--- src/rtl/cpu_pkg.sv ---
// Shared definitions for the 16-bit CPU decode-stage interlock.
package cpu_pkg;

    localparam int NREG = 16;
    localparam int AW   = 4;
    localparam int CNTW = 2;

    typedef enum logic [1:0] {
        RUN    = 2'd0,
        DRAIN  = 2'd1,
        HALTED = 2'd2
    } hazState_t;

endpackage

--- src/rtl/sb_counter.sv ---
// Saturating up/down scoreboard counter: one increment, two decrements per cycle.
// A net decrement below zero holds the counter at zero and raises underflow.
module sb_counter #(
    parameter int CNTW = cpu_pkg::CNTW
) (
    input  logic            clk,
    input  logic            rst,
    input  logic            inc,
    input  logic            decA,
    input  logic            decB,
    output logic [CNTW-1:0] count,
    output logic            underflow
);

    logic [CNTW+1:0] sum;
    logic [CNTW-1:0] nextCount;

    // NOTE: every variable written here gets a value first, so no latch is inferred.
    always_comb begin
        sum = {2'b00, count}
            + {{(CNTW+1){1'b0}}, inc}
            - {{(CNTW+1){1'b0}}, decA}
            - {{(CNTW+1){1'b0}}, decB};
        underflow = sum[CNTW+1];
        if (sum[CNTW+1]) begin
            nextCount = '0;
        end else if (sum[CNTW]) begin
            nextCount = '1;
        end else begin
            nextCount = sum[CNTW-1:0];
        end
    end

    // NOTE: state registers use non-blocking assignment so all flops update together.
    always_ff @(posedge clk or negedge rst) begin
        if (!rst) begin
            count <= '0;
        end else begin
            count <= nextCount;
        end
    end

endmodule

--- src/rtl/decode_hazard_ctrl.sv ---
// Decode-stage scoreboard: RAW interlock, write-count saturation stall and HLT drain.
// Build option DECODE_BYPASS_EN: only outstanding loads create a RAW hazard.
module decode_hazard_ctrl
    import cpu_pkg::*;
#(
    parameter int NREG = cpu_pkg::NREG,
    parameter int AW   = cpu_pkg::AW,
    parameter int CNTW = cpu_pkg::CNTW
) (
    input  logic          clk,
    input  logic          rst,
    input  logic          id_valid,
    input  logic [AW-1:0] id_src1,
    input  logic          id_src1_used,
    input  logic [AW-1:0] id_src2,
    input  logic          id_src2_used,
    input  logic [AW-1:0] id_dst,
    input  logic          id_wr,
    input  logic          id_load,
    input  logic          id_halt,
    input  logic          wb_valid,
    input  logic [AW-1:0] wb_dst,
    input  logic          wb_load,
    input  logic          kill_valid,
    input  logic [AW-1:0] kill_dst,
    input  logic          kill_load,
    output logic          stall,
    output logic          issue,
    output logic          halted,
    output logic          err
);

    logic [NREG-1:0][CNTW-1:0] cnt;
    logic [NREG-1:0][CNTW-1:0] lcnt;
    logic [NREG-1:0]           cntUnder;
    logic [NREG-1:0]           lcntUnder;
    logic [NREG-1:0]           pendVec;

    hazState_t state;
    hazState_t nextState;

    logic hazard;
    logic full;
    logic allIdle;

    // R0 is hardwired zero, so it never owns a counter and never looks pending.
    assign cnt[0]       = '0;
    assign lcnt[0]      = '0;
    assign cntUnder[0]  = 1'b0;
    assign lcntUnder[0] = 1'b0;
    assign pendVec[0]   = 1'b0;

    for (genvar r = 1; r < NREG; r++) begin : g_reg
        logic hitId;
        logic hitWb;
        logic hitKill;

        assign hitId   = issue & id_wr & (id_dst == AW'(r));
        assign hitWb   = wb_valid & (wb_dst == AW'(r));
        assign hitKill = kill_valid & (kill_dst == AW'(r));

        sb_counter #(.CNTW(CNTW)) u_cnt (
            .clk       (clk),
            .rst       (rst),
            .inc       (hitId),
            .decA      (hitWb),
            .decB      (hitKill),
            .count     (cnt[r]),
            .underflow (cntUnder[r])
        );

        sb_counter #(.CNTW(CNTW)) u_lcnt (
            .clk       (clk),
            .rst       (rst),
            .inc       (hitId & id_load),
            .decA      (hitWb & wb_load),
            .decB      (hitKill & kill_load),
            .count     (lcnt[r]),
            .underflow (lcntUnder[r])
        );

`ifdef DECODE_BYPASS_EN
        assign pendVec[r] = |lcnt[r];
`else
        assign pendVec[r] = |cnt[r];
`endif
    end

    // Registered counts only: a retire in this cycle releases the stall next cycle.
    assign hazard  = (id_src1_used & (id_src1 != '0) & pendVec[id_src1])
                   | (id_src2_used & (id_src2 != '0) & pendVec[id_src2]);
    assign full    = id_wr & (id_dst != '0) & (&cnt[id_dst]);
    assign allIdle = ~|cnt;

    assign stall  = id_valid & ((state != RUN) | hazard | full);
    assign issue  = id_valid & ~stall;
    assign halted = (state == HALTED);

    always_comb begin
        nextState = state;
        unique case (state)
            RUN:     if (issue && id_halt) nextState = DRAIN;
            DRAIN:   if (allIdle)          nextState = HALTED;
            HALTED:  nextState = HALTED;
            default: nextState = RUN;
        endcase
    end

    always_ff @(posedge clk or negedge rst) begin
        if (!rst) begin
            state <= RUN;
            err   <= 1'b0;
        end else begin
            state <= nextState;
            if (|cntUnder || |lcntUnder) begin
                err <= 1'b1;
            end
        end
    end

endmodule

--- config.mk ---
export PLATFORM = sky130hd
export DESIGN_NAME = decode_hazard_ctrl
export DESIGN_NICKNAME = d
export VERILOG_FILES = /design/src/rtl/cpu_pkg.sv /design/src/rtl/sb_counter.sv /design/src/rtl/decode_hazard_ctrl.sv
export SDC_FILE = /design/constraint.sdc
export NUM_CORES = 1
export LEC_CHECK = 0
export ABC_AREA = 1
export CORE_MARGIN = 8
export CORE_UTILIZATION = 25
export CTS_CLUSTER_DIAMETER = 150
export DETAILED_ROUTE_END_ITERATION = 10
export GPL_ROUTABILITY_DRIVEN = 1
export GPL_TIMING_DRIVEN = 0
export HOLD_SLACK_MARGIN = 0.03
export PLACE_DENSITY_LB_ADDON = 0.1
export SLEW_MARGIN = 20
export SYNTH_ARGS = -nofsm -noshare
export SYNTH_HDL_FRONTEND = slang
export SYNTH_SLANG_ARGS = --single-unit
--- constraint.sdc ---
create_clock -name clk -period 5.95 [get_ports clk]
set_clock_uncertainty 0.15 [all_clocks]
set_input_delay 1.19 -clock clk [delete_from_list [all_inputs] [get_ports clk]]
set_output_delay 1.19 -clock clk [all_outputs]
set_load 0.01 [all_outputs]
==> impl_metrics.tcl <==
set metrics [dict create \
    outcome "complete, no violations" \
    synth_area_mm2 0.00703 \
    grtUsageTotal 0.120 \
    detail-route-antenna-nets 0 \
    overflow 0 \
    critPathSlowestCell "nor4_1" \
    grt_pass1_vias 5554 \
    synth.distinct_cells 34 \
    multi_input_comb_area_mm2 0.00454 \
    cap_violations 0 \
    rrSetupSlack_ns 1.94 \
    grt_pass1_wl_um 30900 \
    cpMostUsedCell "nand2_1" \
    rsz0062_at_grt "no" \
    routabilityCongestion 0.829 \
    syn-num-nets 1080 \
    cts_num_sinks 63 \
    crit_chain "clkdlybuf4s50_1, nand2_1, inv_1, nand2_1, nand2_1, inv_1, nand2_1, nand3_2, nand2_4, nor2_8, nand4_4, nor2_1, ha_1, inv_1, fa_1, nand3_1, nand3_1, nor4_1, nand3b_1" \
    wl_um 18900 \
    hold_viol 0 \
    fmax_ghz 0.198 \
    setup_tns_ns 0 \
    clock_latency_ns 0.34 \
    hp-start "err" \
    drive_gt1_frac 0.0678 \
    ctsRootBufferMaster "clkbuf_16" \
    finalMaxSlewViolations 0 \
    stdcell_count 1322 \
    pin_count 36 \
    rows 61 \
    slowest_delay_ns 0.57 \
    vias 5284 \
    antenna_found_initial 0 \
    dieArea_mm2 0.0338 \
    r2r_start "g_reg[5].u_cnt.count[1]" \
    period_share 0.851 \
    postCtsResizedCells 0 \
    dpl.hpwl_um 15600 \
    fp.dieW_um 184 \
    clk_path_buf_depth 2 \
    tightest_slew_ns 0.794 \
    n_fill_cell 3079 \
    regArea_mm2 0.00158 \
    crit_family "simple AND/OR/NAND/NOR gates" \
    vias_per_cell 4.00 \
    numCtsBuffers 9 \
    synth_seq_cells 63 \
    path_max_fanout 9 \
    area_delta_synth_final_pct 15.9 \
    slew_headroom 0.467 \
    ff2ff_path_depth 18 \
    start_util 0.253 \
    dp_cells 1307 \
    finalSetupViolCount 0 \
    portBuffers 33 \
    avgRoutedWirePerCell_um 14.3 \
    syn_avg_cell_area_um2 7.86 \
    postPlaceCellArea_mm2 0.00786 \
    yosysSeqAreaShare 0.224 \
    p_total_mw 2.39 \
    regToRegEndpoint "err" \
    core_area_mm2 0.0278 \
    die_h_um 184 \
    hold_class "flip-flop to flip-flop" \
    cp.buffers_inverters 4 \
    min_period_ns 5.06 \
    drtPass1Iterations 5 \
    drtIter0Drc 258 \
    holdBufCountCts 0 \
    nets 1125 \
    htreeDepth 3 \
    hold_path_end "err" \
    yosys_warnings 0 \
    endpoint_kind "flip-flop" \
    worstPathRequired_ns 5.98 \
    power_density_mw_per_mm2 294 \
    critPathKind "primary input to flip-flop" \
    stdcell_area_mm2 0.00815 \
    worstPathArrival_ns 5.10 \
    clk_pin_slew_ns 0.05 \
    synth_cells 895 \
    cts_tree "built" \
    post_cts_buffers 0 \
    grt_max_degree 36 \
    drcViolationCount 0 \
    max-vdd-ir-drop_mv 0.104 \
    antennaDiodeCount 0 \
    crit_path_start_kind "primary input" \
    power.leakage_nw 4.28 \
    hold_depth 1 \
]
[cell usage after synthesis, drive strengths merged]
cell / count / area (um2)
clkinv: 1 / 3.75
clkbuf: 3 / 11.3
a31oi: 2 / 12.5
nand3b: 1 / 7.51
o21a: 12 / 90.1
buf: 6 / 55.1
nor3: 27 / 210
dfrtp: 63 / 1580
nor4: 2 / 12.5
nand4: 12 / 135
xor2: 12 / 105
o21ai: 22 / 110
nand2: 189 / 719
inv: 225 / 845
or2: 4 / 25.0
and2: 1 / 6.26
nand3: 59 / 325
ha: 93 / 1160
a21oi: 5 / 25.0
a21boi: 2 / 15.0
fa: 60 / 1200
nor2: 94 / 379
[cells in the final DEF (no fill, tap or decap), drive strengths merged, types with 22 or more instances in the layout]
| cell type | count |
|---|---|
| clkdlybuf4s50 | 32 |
| nor3 | 27 |
| inv | 225 |
| dfrtp | 63 |
| nand2 | 189 |
| fa | 60 |
| nand3 | 59 |
| o21ai | 22 |
| ha | 93 |
| nor2 | 94 |
[layout make-up]
| cell class | count | share of cell area |
|---|---|---|
| inverter | 226 | 0.104 |
| clock inverter | 3 | 0.00522 |
| sequential | 63 | 0.193 |
| timing repair buffer | 34 | 0.0427 |
| clock buffer | 12 | 0.0315 |
| multi-input combinational | 597 | 0.557 |
| buffer | 9 | 0.00813 |
| tap | 378 | 0.0580 |
[state kept, by name, summed over array words and instances (netlist names)]
signal / cells
g.u_lcnt.count: 30
state: 2
g.u_cnt.count: 30
err: 1
[layer usage]
layer | up-vias | share of wire | global-route usage
met5 | - | 0 | 0
met4 | 0 | 0.014 | 0.0378
met3 | 15 | 0.039 | 0.0168
met2 | 76 | 0.44 | 0.194
met1 | 2436 | 0.50 | 0.164
li1 | 2757 | - | -
[metrics by stage]
| step | setup slack [ns] | hold slack (ns) | utilization |
|---|---|---|---|
| final | 0.887 | 0.345 | 0.294 |
| after global routing | 0.582 | 0.362 | 0.294 |
| after CTS | 0.861 | 0.344 | 0.294 |
| after detailed placement | 0.535 | 0.318 | 0.283 |
| after global placement | 0.374 | 0.323 | 0.282 |
| after floorplan | 2.18 | 0.350 | - |
[power breakdown]
| group | total, mW | switching, mW | internal, mW |
|---|---|---|---|
| Sequential | 0.798 | 0.165 | 0.633 |
| Combinational | 1.05 | 0.636 | 0.409 |
| Clock | 0.550 | 0.206 | 0.345 |
[worst max path at each step]
stage | to | slack (ns) | from | cells after the start
2_1_floorplan | err | 2.18 | id_dst[1] | 20
3_5_place_dp | err | 0.53 | id_dst[3] | 19
6_report | err | 0.89 | id_dst[3] | 19
4_1_cts | err | 0.86 | id_dst[3] | 19
3_3_place_gp | err | 0.37 | id_dst[3] | 19
5_1_grt | err | 0.58 | id_dst[2] | 19
[cell families (layout without fill, tap and decap cells)]
group | after synthesis | in the layout | synth area share
flops | 63 | 63 | 0.224
xor+xnor | 12 | 12 | 0.0149
simple gates | 389 | 389 | 0.259
fa+ha+maj | 153 | 153 | 0.336
buf+inv | 235 | 284 | 0.130
compound gates | 43 | 43 | 0.0359
Power figures use the tool's default switching activity.
==> edit 1: new RTL, same settings <==
Build with the macro `DECODE_BYPASS_EN` defined.
--- a/src/rtl/decode_hazard_ctrl.sv
+++ b/src/rtl/decode_hazard_ctrl.sv
@@ -1,5 +1,7 @@
 // Decode-stage scoreboard: RAW interlock, write-count saturation stall and HLT drain.
 // Build option DECODE_BYPASS_EN: only outstanding loads create a RAW hazard.
+`define DECODE_BYPASS_EN
+
 module decode_hazard_ctrl
     import cpu_pkg::*;
 #(
Behaviour: not the same (a bounded check fails within 4 cycles, from zero or initial values and one cycle with rst low).
==> edit 1 against the original RTL <==
Wire length grew 5.9%; synthesized cell count grew 3.6%; sequential cell count is the same; largest power group unchanged; synthesized area shrank 1.1%; design area shrank 1.4%; worst setup slack lost 0.27 ns; sequential share of layout area grew 0.27 points; power shrank 3.8%; critical path type unchanged; largest cell class unchanged; die area shrank 0.99%.
==> edit 1: results (changes against the original RTL) <==
drt pass-1 iters = 4 (was 5)
vias in the first global route = 5640 (was 5554)
Slowest-stage cell, CP = clkdlybuf4s50_1 (was nor4_1)
Comb power = 974 µW (was 1.05 mW)
Distinct cells, synth = 29 (was 34)
initial DRC count = 268 (was 258)
compound-cell area share of the yosys netlist = 0.04370 (was 0.03593)
Worst path max stage delay = 0.56 ns
Seq/Total Area, Yosys = 0.2266 (was 0.2241)
leak pwr = 4.347 nW (was 4.283 nW)
Layout Nets = 1154 (was 1125)
Inserted Diodes = 0 (unchanged)
post-place setup slack = 0.1588 ns (was 0.5349 ns)
clk slew on worst S/H paths = 0.05 ns (about the same)
adder-cell share of the synthesized area = 0.3399 (was 0.3362)
post-synth net total = 1112 (was 1080)
CP startpoint = id_dst[1] (was id_dst[3])
DP HPWL = 17380 µm (was 15620 µm)
P_sw = 969.8 µW (was 1.007 mW)
Largest regs = g.u_cnt.count (30), g.u_lcnt.count (30), state (2) (unchanged)
crit path max fanout = 10 (was 9)
top post-synthesis cells by count = inv_1 (228), nand2_1 (196), nor2_1 (110) (was inv_1 (213), nand2_1 (187), ha_1 (93))
asr flop ratio synth = 1.000 (unchanged)
Worst Tran Pin Value = 0.8620 ns (was 0.7936 ns)
maximum VDD drop = 0.00009341 V (was 0.0001035 V)
Vias = 5427 (was 5284)
XOR/XNOR Fraction of Synth Area = 0.01636 (was 0.01494)
largest cells by area after synthesis = dfrtp_1 (23%), fa_1 (17%), ha_1 (17%), inv_1 (12%), nand2_1 (11%) (was dfrtp_1 (22%), fa_1 (17%), ha_1 (17%), inv_1 (11%), nand2_1 (10%))
DP Area = 7756 µm² (was 7855 µm²)
Avg Cell Area, Syn = 7.506 µm² (was 7.859 µm²)
Worst-Skew Late Latency = 0.34 ns (about the same)
Worst Path Arrival = 5.37 ns (was 5.10 ns)
status = complete, no violations (unchanged)
PwrDens = 286.3 nW/µm² (was 293.6 nW/µm²)
cell total after placement = 1336 (was 1307)
GRT Util Overall = 0.1267 (was 0.1204)
clock network power share = 0.228 (was 0.230)
first-pass GRT wire length = 32020 µm (was 30910 µm)
DR WL/cell = 14.83 µm (was 14.30 µm)
HP Class = reg2reg (unchanged)
HP Start = err (unchanged)
Total Wirelength = 20020 µm (was 18910 µm)
GPL Wtd Cong = 0.8519 (was 0.8286)
CTS max path bufs = 2 (unchanged)
layout cell share with drive strength beyond 1 = 0.03498 (was 0.06780)
# port buffers = 30 (was 33)
Num CTS Buffers = 9 (unchanged)
Synth warnings = 0 (unchanged)
largest net degree at the start of global routing = 46 (was 36)
R2R Path Start = g_reg[12].u_cnt.count[1] (was g_reg[5].u_cnt.count[1])
## edit 1: worst max-delay path: cells and delay by family
family | cells | cell delay (ns)
fa+ha+maj | 2 | 0.58
buf+inv | 4 | 1.07
simple gates | 15 | 2.50
## edit 1: area by class of cell
cell class	instances	area, µm²
clock buffer	14	284.0
sequential	63	1577
fill	3036	19590
timing repair buffer	31	325.3
multi-input combinational	619	4443
tap	378	473.0
inverter	233	874.6
buffer	12	63.81
## edit 1: final timing paths
check,to,slack [ns],cells after the start
setup / recovery,err,0.62,21
hold / removal,err,0.38,1
setup reg to reg,err,1.85,21
hold reg to reg,err,0.38,1
max in group asynchronous,g_reg[3].u_lcnt.count[0],4.49,2
min in group asynchronous,g_reg[11].u_cnt.count[0],0.60,1
## edit 1: per-layer routing
layer	routed length [µm]	share of wire	vias up	track usage
li1	-	-	2847	-
met1	9510	0.47	2498	0.1692
met2	9402	0.47	65	0.2098
met3	777	0.039	17	0.01642
met4	333	0.017	0	0.04034
met5	0	0	-	0
==> edit 2: new RTL, same settings <==
Without the edit above. Register the output `err` once more, with the module's reset; this adds one clock of latency there. The other outputs are not delayed to match.
--- a/src/rtl/decode_hazard_ctrl.sv
+++ b/src/rtl/decode_hazard_ctrl.sv
@@ -29,6 +29,8 @@
     output logic          halted,
     output logic          err
 );
+
+    logic err_s0;
 
     logic [NREG-1:0][CNTW-1:0] cnt;
     logic [NREG-1:0][CNTW-1:0] lcnt;
@@ -109,12 +111,20 @@
     always_ff @(posedge clk or negedge rst) begin
         if (!rst) begin
             state <= RUN;
-            err   <= 1'b0;
+            err_s0 <= 1'b0;
         end else begin
             state <= nextState;
             if (|cntUnder || |lcntUnder) begin
-                err <= 1'b1;
+                err_s0 <= 1'b1;
             end
+        end
+    end
+
+    always_ff @(posedge clk or negedge rst) begin
+        if (!rst) begin
+            err <= '0;
+        end else begin
+            err <= err_s0;
         end
     end
 
Formal check against the unedited RTL: not equivalent (a bounded check fails within 4 cycles, from zero or initial values and one cycle with rst low).
==> edit 2 against the original RTL <==
Sequential share of layout area rose by 0.39 points; synthesized area fell by 0.55%; worst setup slack improved by 0.11 ns; critical endpoint is now err_s0; largest cell class unchanged; wire length grew 0.99%; die area shrank 0.51%; utilization about the same; via count about the same; synthesized cell count increased by 0.67%; design area shrank 0.40%; sequential cell count is 1 higher; power down 1.5%; global-route usage hardly changed.
==> edit 2: results (changes against the original RTL) <==
status = complete, no violations (unchanged)
Distinct cells, synth = 30 (was 34)
fin cells = 1329 (was 1322)
met2 routed WL = 8247 µm (was 8374 µm)
PwrDens = 290.3 nW/µm² (was 293.6 nW/µm²)
R2R Path Start = g_reg[15].u_cnt.count[0] (was g_reg[5].u_cnt.count[1])
vias in the first global route = 5555 (was 5554)
DP HPWL = 15840 µm (was 15620 µm)
leak pwr = 4.316 nW (was 4.283 nW)
layout cell share with drive strength beyond 1 = 0.04837 (was 0.06780)
Vias per Instance = 3.978 (was 3.997)
top post-synthesis cells by count = inv_1 (226), nand2_1 (194), ha_1 (93) (was inv_1 (213), nand2_1 (187), ha_1 (93))
compound-cell area share of the yosys netlist = 0.03720 (was 0.03593)
DRT met1 WL = 9671 µm (was 9532 µm)
fraction of cell area in non-clock buffers = 0.05176 (was 0.05079)
HP Start = err_s0 (was err)
Cells after Synth = 901 (was 895)
filler cell count = 3062 (was 3079)
Die Area = 33590 µm² (was 33760 µm²)
Seq cells = 64 (was 63)
GRT Util Overall = 0.1204 (about the same)
post-place setup slack = 0.5371 ns (was 0.5349 ns)
initial DRC count = 233 (was 258)
largest net degree at the start of global routing = 38 (was 36)
met2 usage = 0.1877 (was 0.1940)
Worst Tran Pin Value = 0.8121 ns (was 0.7936 ns)
maximum VDD drop = 0.0001318 V (was 0.0001035 V)
Total Wirelength = 19100 µm (was 18910 µm)
Worst Path Arrival = 5.02 ns (was 5.10 ns)
adder-cell share of the synthesized area = 0.3380 (was 0.3362)
CTS H-Tree Depth = 3 (unchanged)
Worst path max stage delay = 0.52 ns (was 0.57 ns)
Layout Nets = 1132 (was 1125)
met3 GRT Util = 0.01899 (was 0.01680)
Slowest-stage cell, CP = clkdlybuf4s50_1 (was nor4_1)
CP startpoint = id_dst[0] (was id_dst[3])
Seq/Total Area, Yosys = 0.2289 (was 0.2241)
GPL Wtd Cong = 0.8259 (was 0.8286)
#MultiIn Comb = 599 (was 597)
bufs w/o clock = 43 (unchanged)
met1 GRT Util = 0.1657 (was 0.1644)
clock network share of area = 0.03543 (was 0.03667)
fraction of area in multi-input gates = 0.5511 (was 0.5572)
DR WL met3 = 759 µm (was 730 µm)
# port buffers = 34 (was 33)
inverter count = 230 (was 226)
first-pass GRT wire length = 30780 µm (was 30910 µm)
crit path max fanout = 10 (was 9)
DP Area = 7834 µm² (was 7855 µm²)
post-synth net total = 1086 (was 1080)
clock buffer count = 11 (was 12)
fraction of area in registers = 0.1972 (was 0.1933)
largest cells by area after synthesis = dfrtp_1 (23%), fa_1 (17%), ha_1 (17%), inv_1 (12%), nand2_1 (10%) (was dfrtp_1 (22%), fa_1 (17%), ha_1 (17%), inv_1 (11%), nand2_1 (10%))
## edit 2: path summary, 6_finish.rpt
| check | cells past startpoint | slack, ns | end |
|---|---|---|---|
| worst max register to register | 17 | 2.02 | err_s0 |
| worst min-delay path | 0 | 0.22 | err |
| max in group asynchronous | 2 | 4.44 | state[1] |
| worst max-delay path | 21 | 0.99 | err_s0 |
| worst min register to register | 0 | 0.22 | err |
| min in group asynchronous | 1 | 0.65 | g_reg[10].u_cnt.count[1] |
## edit 2: report_power, final
group / total, mW / internal [mW] / switching (mW)
Sequential: 0.786 / 0.639 / 0.147
Clock: 0.548 / 0.332 / 0.216
Combinational: 1.02 / 0.400 / 0.624
Total: 2.36 / 1.37 / 0.987
## edit 2: kinds of logic after synthesis
group / count (synthesis)
xor+xnor: 12
compound gates: 45
flops: 64
buf+inv: 238
fa+ha+maj: 153
simple gates: 389
